===== src/rtl/alu_issue_pkg.sv =====
// Shared constants and types for the ALU issue stage: ALU op encodings, MIPS
// opcode/funct values and the decoded-instruction record.
package alu_issue_pkg;

    // ALU op encodings, shared with the ALU itself
    localparam logic [5:0] ALU_ADD = 6'b000000;
    localparam logic [5:0] ALU_SUB = 6'b000001;
    localparam logic [5:0] ALU_SHL = 6'b000010;
    localparam logic [5:0] ALU_LSR = 6'b000100;
    localparam logic [5:0] ALU_ASR = 6'b000110;
    localparam logic [5:0] ALU_OR  = 6'b001000;
    localparam logic [5:0] ALU_AND = 6'b010000;
    localparam logic [5:0] ALU_NOR = 6'b011000;
    localparam logic [5:0] ALU_XOR = 6'b100000;

    localparam logic [5:0] OPC_RTYPE = 6'h00;
    localparam logic [5:0] OPC_ADDI  = 6'h08;
    localparam logic [5:0] OPC_ADDIU = 6'h09;
    localparam logic [5:0] OPC_ANDI  = 6'h0C;
    localparam logic [5:0] OPC_ORI   = 6'h0D;
    localparam logic [5:0] OPC_XORI  = 6'h0E;
    localparam logic [5:0] OPC_LUI   = 6'h0F;

    localparam logic [5:0] FN_SLL  = 6'h00;
    localparam logic [5:0] FN_SRL  = 6'h02;
    localparam logic [5:0] FN_SRA  = 6'h03;
    localparam logic [5:0] FN_SLLV = 6'h04;
    localparam logic [5:0] FN_SRLV = 6'h06;
    localparam logic [5:0] FN_SRAV = 6'h07;
    localparam logic [5:0] FN_ADD  = 6'h20;
    localparam logic [5:0] FN_ADDU = 6'h21;
    localparam logic [5:0] FN_SUB  = 6'h22;
    localparam logic [5:0] FN_SUBU = 6'h23;
    localparam logic [5:0] FN_AND  = 6'h24;
    localparam logic [5:0] FN_OR   = 6'h25;
    localparam logic [5:0] FN_XOR  = 6'h26;
    localparam logic [5:0] FN_NOR  = 6'h27;

    typedef enum logic [1:0] {A_RS, A_RT, A_CONST} a_sel_e;
    typedef enum logic [1:0] {B_RT, B_RS5, B_CONST} b_sel_e;

    typedef struct packed {
        logic [5:0]  op;
        a_sel_e      a_sel;
        b_sel_e      b_sel;
        logic [31:0] a_const;
        logic [31:0] b_const;
        logic [4:0]  rs;
        logic [4:0]  rt;
        logic [4:0]  dest;
        logic        we;
        logic        ill;
    } dec_t;

    // A producing stage supplies a source field when it writes that register; $0 never forwards
    function automatic logic fwd_hit(input logic valid, input logic we,
                                     input logic [4:0] dest, input logic [4:0] field);
        return valid && we && (field != 5'd0) && (dest == field);
    endfunction

endpackage


===== src/rtl/alu_issue_dec.sv =====
// Combinational MIPS decoder: maps opcode/funct to the ALU op, picks operand
// sources, builds immediate operands and the destination/write-enable.
module alu_dec
    import alu_issue_pkg::*;
(
    input  logic [31:0] instr,
    output dec_t        dec
);

    logic [5:0]  opcode;
    logic [5:0]  funct;
    logic [4:0]  rs;
    logic [4:0]  rt;
    logic [4:0]  rd;
    logic [4:0]  shamt;
    logic [15:0] imm;

    assign opcode = instr[31:26];
    assign rs     = instr[25:21];
    assign rt     = instr[20:16];
    assign rd     = instr[15:11];
    assign shamt  = instr[10:6];
    assign funct  = instr[5:0];
    assign imm    = instr[15:0];

    always_comb begin
        // NOTE: every field gets a default first so no path through the case infers a latch.
        dec         = '0;
        dec.op      = ALU_ADD;
        dec.a_sel   = A_CONST;
        dec.b_sel   = B_CONST;
        dec.rs      = rs;
        dec.rt      = rt;
        dec.ill     = 1'b1;

        case (opcode)
            OPC_RTYPE: begin
                dec.ill  = 1'b0;
                dec.we   = 1'b1;
                dec.dest = rd;
                dec.a_sel = A_RS;
                dec.b_sel = B_RT;
                case (funct)
                    FN_ADD, FN_ADDU: dec.op = ALU_ADD;
                    FN_SUB, FN_SUBU: dec.op = ALU_SUB;
                    FN_AND:          dec.op = ALU_AND;
                    FN_OR:           dec.op = ALU_OR;
                    FN_XOR:          dec.op = ALU_XOR;
                    FN_NOR:          dec.op = ALU_NOR;
                    FN_SLL, FN_SRL, FN_SRA: begin
                        dec.op      = (funct == FN_SLL) ? ALU_SHL :
                                      (funct == FN_SRL) ? ALU_LSR : ALU_ASR;
                        dec.a_sel   = A_RT;
                        dec.b_sel   = B_CONST;
                        dec.b_const = {27'b0, shamt};
                    end
                    FN_SLLV, FN_SRLV, FN_SRAV: begin
                        dec.op    = (funct == FN_SLLV) ? ALU_SHL :
                                    (funct == FN_SRLV) ? ALU_LSR : ALU_ASR;
                        dec.a_sel = A_RT;
                        dec.b_sel = B_RS5;
                    end
                    default: begin
                        dec.ill   = 1'b1;
                        dec.we    = 1'b0;
                        dec.dest  = 5'd0;
                        dec.a_sel = A_CONST;
                        dec.b_sel = B_CONST;
                    end
                endcase
            end
            OPC_ADDI, OPC_ADDIU: begin
                dec.ill     = 1'b0;
                dec.we      = 1'b1;
                dec.dest    = rt;
                dec.a_sel   = A_RS;
                dec.b_const = {{16{imm[15]}}, imm};
            end
            OPC_ANDI, OPC_ORI, OPC_XORI: begin
                dec.ill     = 1'b0;
                dec.we      = 1'b1;
                dec.dest    = rt;
                dec.op      = (opcode == OPC_ANDI) ? ALU_AND :
                              (opcode == OPC_ORI)  ? ALU_OR  : ALU_XOR;
                dec.a_sel   = A_RS;
                dec.b_const = {16'b0, imm};
            end
            OPC_LUI: begin
                dec.ill     = 1'b0;
                dec.we      = 1'b1;
                dec.dest    = rt;
                dec.op      = ALU_SHL;
                dec.a_const = {16'b0, imm};
                dec.b_const = 32'd16;
            end
            default: ;
        endcase

        if (dec.dest == 5'd0) dec.we = 1'b0;
    end

endmodule


===== src/rtl/alu_issue.sv =====
// Execute-stage front end: decodes and forwards operands into an EX register
// feeding the ALU, then captures the ALU result into a WB register.
module alu_issue
    import alu_issue_pkg::*;
#(
    parameter int DW = 32
) (
    input  logic          clk,
    input  logic          reset_n,
    input  logic          in_valid_i,
    output logic          in_ready_o,
    input  logic [31:0]   instr_i,
    input  logic [DW-1:0] rs_data_i,
    input  logic [DW-1:0] rt_data_i,
    output logic [DW-1:0] opr_a_o,
    output logic [DW-1:0] opr_b_o,
    output logic [5:0]    op_o,
    input  logic [DW-1:0] res_i,
    input  logic          z_i,
    output logic          wb_valid_o,
    input  logic          wb_ready_i,
    output logic [4:0]    wb_dest_o,
    output logic [DW-1:0] wb_data_o,
    output logic          wb_we_o,
    output logic          wb_zero_o,
    output logic          wb_ill_o
);

    dec_t          dec;
    logic          ex_valid;
    logic          ex_we;
    logic          ex_ill;
    logic [4:0]    ex_dest;
    logic          ex_adv;
    logic [DW-1:0] rs_val;
    logic [DW-1:0] rt_val;
    logic [DW-1:0] a_next;
    logic [DW-1:0] b_next;

    alu_dec u_dec (
        .instr (instr_i),
        .dec   (dec)
    );

    assign ex_adv     = ex_valid & (~wb_valid_o | wb_ready_i);
    assign in_ready_o = reset_n & (~ex_valid | ex_adv);

    // EX holds the newest producer, so it wins over WB for the same register
    always_comb begin
        rs_val = rs_data_i;
        if (fwd_hit(ex_valid, ex_we, ex_dest, dec.rs))
            rs_val = res_i;
        else if (fwd_hit(wb_valid_o, wb_we_o, wb_dest_o, dec.rs))
            rs_val = wb_data_o;

        rt_val = rt_data_i;
        if (fwd_hit(ex_valid, ex_we, ex_dest, dec.rt))
            rt_val = res_i;
        else if (fwd_hit(wb_valid_o, wb_we_o, wb_dest_o, dec.rt))
            rt_val = wb_data_o;

        case (dec.a_sel)
            A_RS:    a_next = rs_val;
            A_RT:    a_next = rt_val;
            default: a_next = dec.a_const;
        endcase

        case (dec.b_sel)
            B_RT:    b_next = rt_val;
            B_RS5:   b_next = {{(DW-5){1'b0}}, rs_val[4:0]};
            default: b_next = dec.b_const;
        endcase
    end

    always_ff @(posedge clk) begin
        // NOTE: the data registers are reset too, because every data output must read 0 during reset.
        if (!reset_n) begin
            ex_valid <= 1'b0;
            ex_we    <= 1'b0;
            ex_ill   <= 1'b0;
            ex_dest  <= 5'd0;
            opr_a_o  <= '0;
            opr_b_o  <= '0;
            op_o     <= ALU_ADD;
        end else if (in_ready_o) begin
            // NOTE: non-blocking assignments keep every register reading pre-edge values.
            ex_valid <= in_valid_i;
            if (in_valid_i) begin
                ex_we   <= dec.we;
                ex_ill  <= dec.ill;
                ex_dest <= dec.dest;
                opr_a_o <= a_next;
                opr_b_o <= b_next;
                op_o    <= dec.op;
            end
        end
    end

    always_ff @(posedge clk) begin
        if (!reset_n) begin
            wb_valid_o <= 1'b0;
            wb_dest_o  <= 5'd0;
            wb_data_o  <= '0;
            wb_we_o    <= 1'b0;
            wb_zero_o  <= 1'b0;
            wb_ill_o   <= 1'b0;
        end else if (ex_adv) begin
            wb_valid_o <= 1'b1;
            wb_dest_o  <= ex_dest;
            wb_data_o  <= res_i;
            wb_we_o    <= ex_we;
            wb_zero_o  <= z_i;
            wb_ill_o   <= ex_ill;
        end else if (wb_ready_i) begin
            wb_valid_o <= 1'b0;
        end
    end

endmodule

===== config.mk =====
export PLATFORM = sky130hd
export DESIGN_NAME = alu_issue
export DESIGN_NICKNAME = d
export VERILOG_FILES = /design/src/rtl/alu_issue_pkg.sv /design/src/rtl/alu_issue_dec.sv /design/src/rtl/alu_issue.sv
export SDC_FILE = /design/constraint.sdc
export NUM_CORES = 1
export LEC_CHECK = 0
export BUFFER_PORTS_ARGS = -buffer_cell sky130_fd_sc_hd__buf_2
export CORE_MARGIN = 8
export CORE_UTILIZATION = 37
export DETAILED_ROUTE_END_ITERATION = 10
export GPL_ROUTABILITY_DRIVEN = 0
export SLEW_MARGIN = 20
export SYNTH_ARGS = -nofsm -noshare
export SYNTH_HDL_FRONTEND = slang
export SYNTH_SLANG_ARGS = --single-unit
export TNS_END_PERCENT = 30

===== constraint.sdc =====
create_clock -name clk -period 4.8 [get_ports clk]
set_clock_uncertainty 0.15 [all_clocks]
set_input_delay 0.24 -clock clk [delete_from_list [all_inputs] [get_ports clk]]
set_output_delay 0.24 -clock clk [all_outputs]
set_load 0.1 [all_outputs]

==> results of run 1 <==
layout by cell type (no fill, tap or decap), drive strengths merged, types with 12 or more instances in the layout:
cell,n
a21oi,27
clkbuf,18
a22o,12
a2bb2oi,16
a211oi,29
dfxtp,119
dlygate4sd3,45
a21boi,52
a22oi,14
a31oi,15
nor3,20
o21ai,16
nor2,82
a211o,27
buf,256
nand2,146
xnor2,16
mux2i,32
flip-flops by register name (all words and copies together) (netlist names):
signal and flops:
opr_a_o 32, opr_b_o 32, wb_data_o 32, op_o 6
ex_dest 5, wb_dest_o 5, ex_ill 1, ex_valid 1
ex_we 1, wb_ill_o 1, wb_valid_o 1, wb_we_o 1
wb_zero_o 1
logic make-up after synthesis:
kind of cell	synth area share, %
AND/OR/NAND/NOR	19.3
AO/OA/AOI/OAI	32.9
flip-flops	36.0
buffers and inverters	4.35
multiplexers	4.84
XOR/XNOR	2.65
cell type report:
class / count / share of cell area, %
Clock inverter: 14 / 2.69
Tap cell: 229 / 3.14
Timing Repair Buffer: 301 / 19.3
Multi-Input combinational cell: 630 / 43.7
Sequential cell: 119 / 26.1
Antenna cell: 2 / 0.0549
Clock buffer: 18 / 4.82
Inverter: 2 / 0.0824
layer usage:
layer  GRT usage (%)  part of all wire [%]
met5               0                 0.085
met4            7.40                   1.9
met2            37.9                    46
met1            32.2                    44
met3            6.29                   8.4
power by group:
group / switching (uW) / total [uW] / internal [uW]
Clock: 499 / 1490 / 991
Sequential: 35.4 / 1070 / 1030
Combinational: 464 / 624 / 159
critical path: cells and delay by family:
| family | cells | cell delay [ps] |
|---|---|---|
| AND/OR/NAND/NOR | 2 | 1110 |
| AO/OA/AOI/OAI | 4 | 1120 |
| buffers and inverters | 3 | 1020 |
worst max path at each step:
| stage | from | end | slack [ps] | cells after the start |
|---|---|---|---|---|
| floorplan | wb_dest_o[1]$_SDFFE_PN0P_ | opr_a_o[29]$_SDFFE_PN0P_ | 1810 | 7 |
| global placement | instr_i[17] | opr_b_o[4]$_SDFFE_PN0P_ | 1620 | 8 |
| detailed placement | instr_i[17] | opr_b_o[4]$_SDFFE_PN0P_ | 1550 | 8 |
| CTS | instr_i[17] | opr_b_o[4]$_SDFFE_PN0P_ | 1440 | 9 |
| global route | instr_i[17] | opr_b_o[4]$_SDFFE_PN0P_ | 1340 | 9 |
| finish | instr_i[17] | opr_b_o[4]$_SDFFE_PN0P_ | 1460 | 9 |
per-stage QoR:
| step | utilization (%) | setup WS (ps) | hold slack [ps] | area, um2 | power [uW] |
|---|---|---|---|---|---|
| 2_1_floorplan | - | 1810 | 221 | 6610 | 1500 |
| 3_3_place_gp | 45.0 | 1620 | 290 | 7970 | 1680 |
| 3_5_place_dp | 45.0 | 1550 | 292 | 7970 | 1680 |
| 4_1_cts | 51.4 | 1440 | 3.13 | 9100 | 3190 |
| 5_1_grt | 51.4 | 1340 | 24.7 | 9110 | 3280 |
| 6_report | 51.4 | 1460 | 16.0 | 9110 | 3180 |
==> results.py, run 1 <==
metrics = {
    "clock_tree": {
        "cts_sinks": 119,
        "cts_tree": "done",
        "cts.htree.levels": 4,
        "cts_buffers": 17,
        "clk_latency_ps": 420,
        "postCtsSetupBuffers": 0,
        "ctsLongestPathBuffers": 2,
        "postCtsResizedCells": 0,
        "cts_root_buf": "clkbuf_16",
        "clk_pin_slew_worst_paths_ps": 60,
        "cts_hold_buf": 45,
    },
    "grt": {
        "grt_max_degree": 81,
        "grt_pass1_wl_um": 42000,
        "grt_pass1_vias": 7156,
        "grt_usage_pct": 24.3,
        "antenna_found_initial": 2,
        "grt_overflow": 0,
    },
    "flow_run": {
        "max_cap_viol_count": 0,
    },
    "route": {
        "vias_per_cell": 5.70,
        "first_iter_violations": 478,
        "vias": 7497,
        "wl_per_cell_um": 21.4,
        "drtPass1Iterations": 6,
        "antenna_left": 0,
        "routed_wl_um": 28100,
        "drc": 0,
    },
    "critical_path": {
        "cp-start-kind": "input port",
        "worstSetupPathType": "in2reg",
        "crit_path_max_fanout": 22,
        "slowest_stage": "or4_1",
        "critPathCaptureType": "flip-flop",
        "critPathRequiredTime_ps": 4960,
        "reg2reg_slack_ps": 1710,
        "crit_chain": "dlygate4sd3_1, buf_2, or4_1, o211a_1, and2_1, buf_4, a211oi_1, o31ai_1, o221a_2",
        "r2r_end": "opr_b_o[0]$_SDFFE_PN0P_",
        "ff2ff_path_depth": 7,
        "slowest_delay_ps": 580,
        "worstReg2RegStart": "wb_dest_o[3]$_SDFFE_PN0P_",
        "arrival_ps": 3500,
    },
    "cells_and_area": {
        "finalNonFillerCells": 1315,
        "multi_input_area_mm2": 0.00398,
        "regArea_mm2": 0.00238,
        "nNetsFinal": 1204,
        "areaGrowthSynthToFinish_pct": 37.8,
        "drive_gt1_share_pct": 28.2,
        "n_fill_cell": 1754,
    },
    "synthesis": {
        "synth_cell_type_count": 58,
        "synth.area.top_cells": "dfxtp_1, nand2_1, a21boi_0, mux2i_1, nor2_1",
        "async_flop_share_pct": 0,
        "synth_seq_cells": 119,
        "synth_largest_area_cell": "dfxtp_1",
        "yosysSeqAreaShare_pct": 36.0,
        "synth_edf_count": 0,
        "synth_fp_nets": 954,
        "yosysWarnings": 0,
        "dominantRegCellSynth": "dfxtp_1",
        "ys_top_cells_by_count": "nand2_1, dfxtp_1, nor2_1",
        "syn_inst": 821,
        "yosysTopAreaCellShare_pct": 36.0,
        "syn_area_mm2": 0.00661,
        "synth_most_common_cell": "nand2_1",
        "syn_area_per_cell_um2": 8.05,
    },
    "floorplanning": {
        "die_x_um": 150,
        "dieArea_mm2": 0.0224,
        "start_util_pct": 37.3,
        "rows": 49,
        "dieHeight_um": 150,
        "io_pins": 245,
        "fp.coreArea_mm2": 0.0177,
    },
    "sta": {
        "grt_setup_unrepaired": "no",
        "setup_tns_ps": 0,
        "drv_slew": 0,
        "max_freq_mhz": 299,
        "slew_headroom_pct": 25.6,
        "fin_crit_ps": 3340,
        "setup_viol": 0,
        "finalCritPeriodShare_pct": 69.6,
        "tightest_slew_ps": 1110,
        "final-hold-violation-count": 0,
    },
    "worst_hold_path": {
        "min_path_type": "in2reg",
        "hold_path_startpoint": "instr_i[16]",
        "min_to": "ex_dest[0]$_SDFFE_PN0P_",
        "min_path_cells": 3,
    },
    "status": {
        "status": "complete, no violations",
    },
    "pwr": {
        "cellPowerDensity_mw_per_mm2": 349,
        "p_leak_uw": 0.00395,
        "ir_drop_mv": 0.257,
    },
    "placement": {
        "numPortBuffers": 244,
        "dp_hpwl_um": 19900,
        "post-place-cells": 1236,
    },
}
(Power assumes the default switching activity.)
==> run 2: changes to the inputs <==
--- a/config.mk
+++ b/config.mk
@@ -10,6 +10,7 @@
 export CORE_UTILIZATION = 37
 export DETAILED_ROUTE_END_ITERATION = 10
 export GPL_ROUTABILITY_DRIVEN = 0
+export PLACE_DENSITY = 0.65
 export SLEW_MARGIN = 20
 export SYNTH_ARGS = -nofsm -noshare
 export SYNTH_HDL_FRONTEND = slang
==> constraint.sdc (replaced) <==
create_clock -name clk -period 2.9 [get_ports clk]
set_clock_uncertainty 0.15 [all_clocks]
set_input_delay 0.145 -clock clk [delete_from_list [all_inputs] [get_ports clk]]
set_output_delay 0.145 -clock clk [all_outputs]
set_load 0.1 [all_outputs]
==> results.py, run 2 (synthesized netlist as in run 1, its figures left out) <==
metrics = {
    "route": {
        "first_iter_violations": 494,
        "routed_wl_um": 28300,
        "wl_per_cell_um": 20.9,
        "drc": 0,
        "drtPass1Iterations": 5,
        "vias": 7681,
        "vias_per_cell": 5.66,
        "antenna_left": 0,
    },
    "cells_and_area": {
        "areaGrowthSynthToFinish_pct": 42.8,
        "antennaDiodeCount": 0,
        "postLayoutCoreUtil_pct": 53.3,
        "mostFrequentLayoutCells": "buf_2, nand2_1, dfxtp_1",
        "n_fill_cell": 1713,
        "nNetsFinal": 1248,
        "drive_gt1_share_pct": 29.2,
        "layout_commonest_cell": "buf_2",
        "reg_top3": "opr_a_o (32), opr_b_o (32), wb_data_o (32)",
    },
    "worst_hold_path": {
        "min_path_type": "in2reg",
    },
    "pwr": {
        "total_power_uw": 4910,
        "ir_drop_mv": 0.419,
        "cellPowerDensity_mw_per_mm2": 520,
        "p_leak_uw": 0.00414,
    },
    "grt": {
        "gr-usage-met1_pct": 30.6,
        "grt_usage_pct": 24.7,
        "met2_usage_pct": 39.8,
        "grt_overflow": 0,
        "grt_pass1_vias": 7509,
        "grt_use_met3_pct": 7.68,
        "antenna_found_initial": 4,
        "grt_max_degree": 47,
        "top_usage_layer": "met2",
        "grt_pass1_wl_um": 43000,
    },
    "critical_path": {
        "critPathRequiredTime_ps": 3110,
        "slowest_stage": "dlygate4sd3_1",
        "critPathCaptureType": "flip-flop",
        "worstSetupPathType": "reg2reg",
        "cp-start-kind": "flip-flop",
        "slowest_delay_ps": 600,
        "arrival_ps": 3000,
        "crit_chain": "xnor2_1, nand4_1, nor2_2, buf_4, a21o_1, a21oi_1, o31ai_1, dlygate4sd3_1",
        "cp_num_buf_inv": 2,
        "cp_top_family": "buffers and inverters",
        "crit_path_max_fanout": 12,
    },
    "floorplanning": {
        "start_util_pct": 37.3,
        "rows": 49,
        "io_pins": 245,
        "fp.coreArea_mm2": 0.0177,
        "dieArea_mm2": 0.0224,
        "dieHeight_um": 150,
        "die_x_um": 150,
    },
    "clock_tree": {
        "cts_buffers": 17,
        "clk_pin_slew_worst_paths_ps": 60,
        "postCtsSetupBuffers": 0,
        "clk_latency_ps": 410,
        "cts.htree.levels": 4,
        "cts_root_buf": "clkbuf_16",
        "cts_sinks": 119,
        "cts_tree": "done",
        "ctsLongestPathBuffers": 2,
    },
    "placement": {
        "numPortBuffers": 244,
        "dp_hpwl_um": 20500,
    },
    "sta": {
        "max_freq_mhz": 359,
        "slew_headroom_pct": 55.1,
        "tightest_slew_ps": 672,
        "setup_viol": 0,
        "finalCritPeriodShare_pct": 96.1,
        "final-hold-violation-count": 0,
        "fin_crit_ps": 2790,
        "drv_slew": 0,
        "whs_ps": 17.8,
    },
    "flow_run": {
        "max_cap_viol_count": 0,
    },
    "status": {
        "status": "complete, no violations",
    },
}
-- run 2: cell types whose count changed in the layout (fill, tap and decap cells not counted), moves of 4 or more --
cell           delta
buf_4            +15
dlygate4sd3_1    +25
dfxtp_2           +7
dfxtp_1           -7
buf_12            +4
clkinv_2          +5
bufinv_16         -4
-- run 2: path summary, 6_finish.rpt --
path / startpoint / to / slack (ps) / depth (start not counted)
max: ex_dest[4]$_SDFFE_PN0P_ / opr_b_o[9]$_SDFFE_PN0P_ / 110 / 8
min: rt_data_i[8] / opr_b_o[8]$_SDFFE_PN0P_ / 20 / 3
max reg2reg: ex_dest[4]$_SDFFE_PN0P_ / opr_b_o[9]$_SDFFE_PN0P_ / 110 / 8
min reg2reg: opr_b_o[30]$_SDFFE_PN0P_ / opr_b_o[30]$_SDFFE_PN0P_ / 300 / 2
-- run 2: per-stage QoR --
| stage | instances | TNS [ps] | setup slack [ps] | instance area (um2) |
|---|---|---|---|---|
| final | 1356 | 0 | 112 | 9440 |
| after global routing | 1356 | -8.81 | -8.81 | 9440 |
| after CTS | 1355 | 0 | 18.5 | 9430 |
| after detailed placement | 1255 | 0 | 382 | 8160 |
| after global placement | 1255 | 0 | 394 | 8160 |
| after floorplan | 821 | 0 | 249 | 6620 |
-- run 2: worst min-delay path, stage by stage --
cell	delay [ps]
buf_2	80
a21oi_1	100
o31ai_1	220
-- run 2: routing by layer --
layer,vias up,wire (um)
li1,3622,-
met4,8,677
met3,48,2770
met1,3622,11600
met5,-,49
met2,381,13200
-- run 2: layout make-up --
class	count	area [um2]	share of cell area [%]
well taps	229	287	3.03
inverters	2	7.51	0.0795
flip-flops and latches	119	2390	25.3
multi-input cells	630	3980	42.1
repair buffers	345	2200	23.3
clock inverters	9	100	1.06
clock buffers	22	474	5.02
-- run 2: report_power, final --
part | internal [uW] | total, uW | switching (uW)
combinational | 293 | 1070 | 777
sequential | 1710 | 1770 | 61.2
clock | 1320 | 2070 | 749
-- run 2: what timing repair did --
action | CTS | global route
hold buffers | 69 | 1
endpoints found under the setup margin | 0 | 3
resized for setup | 0 | 2
endpoints found under the hold margin | 77 | 1
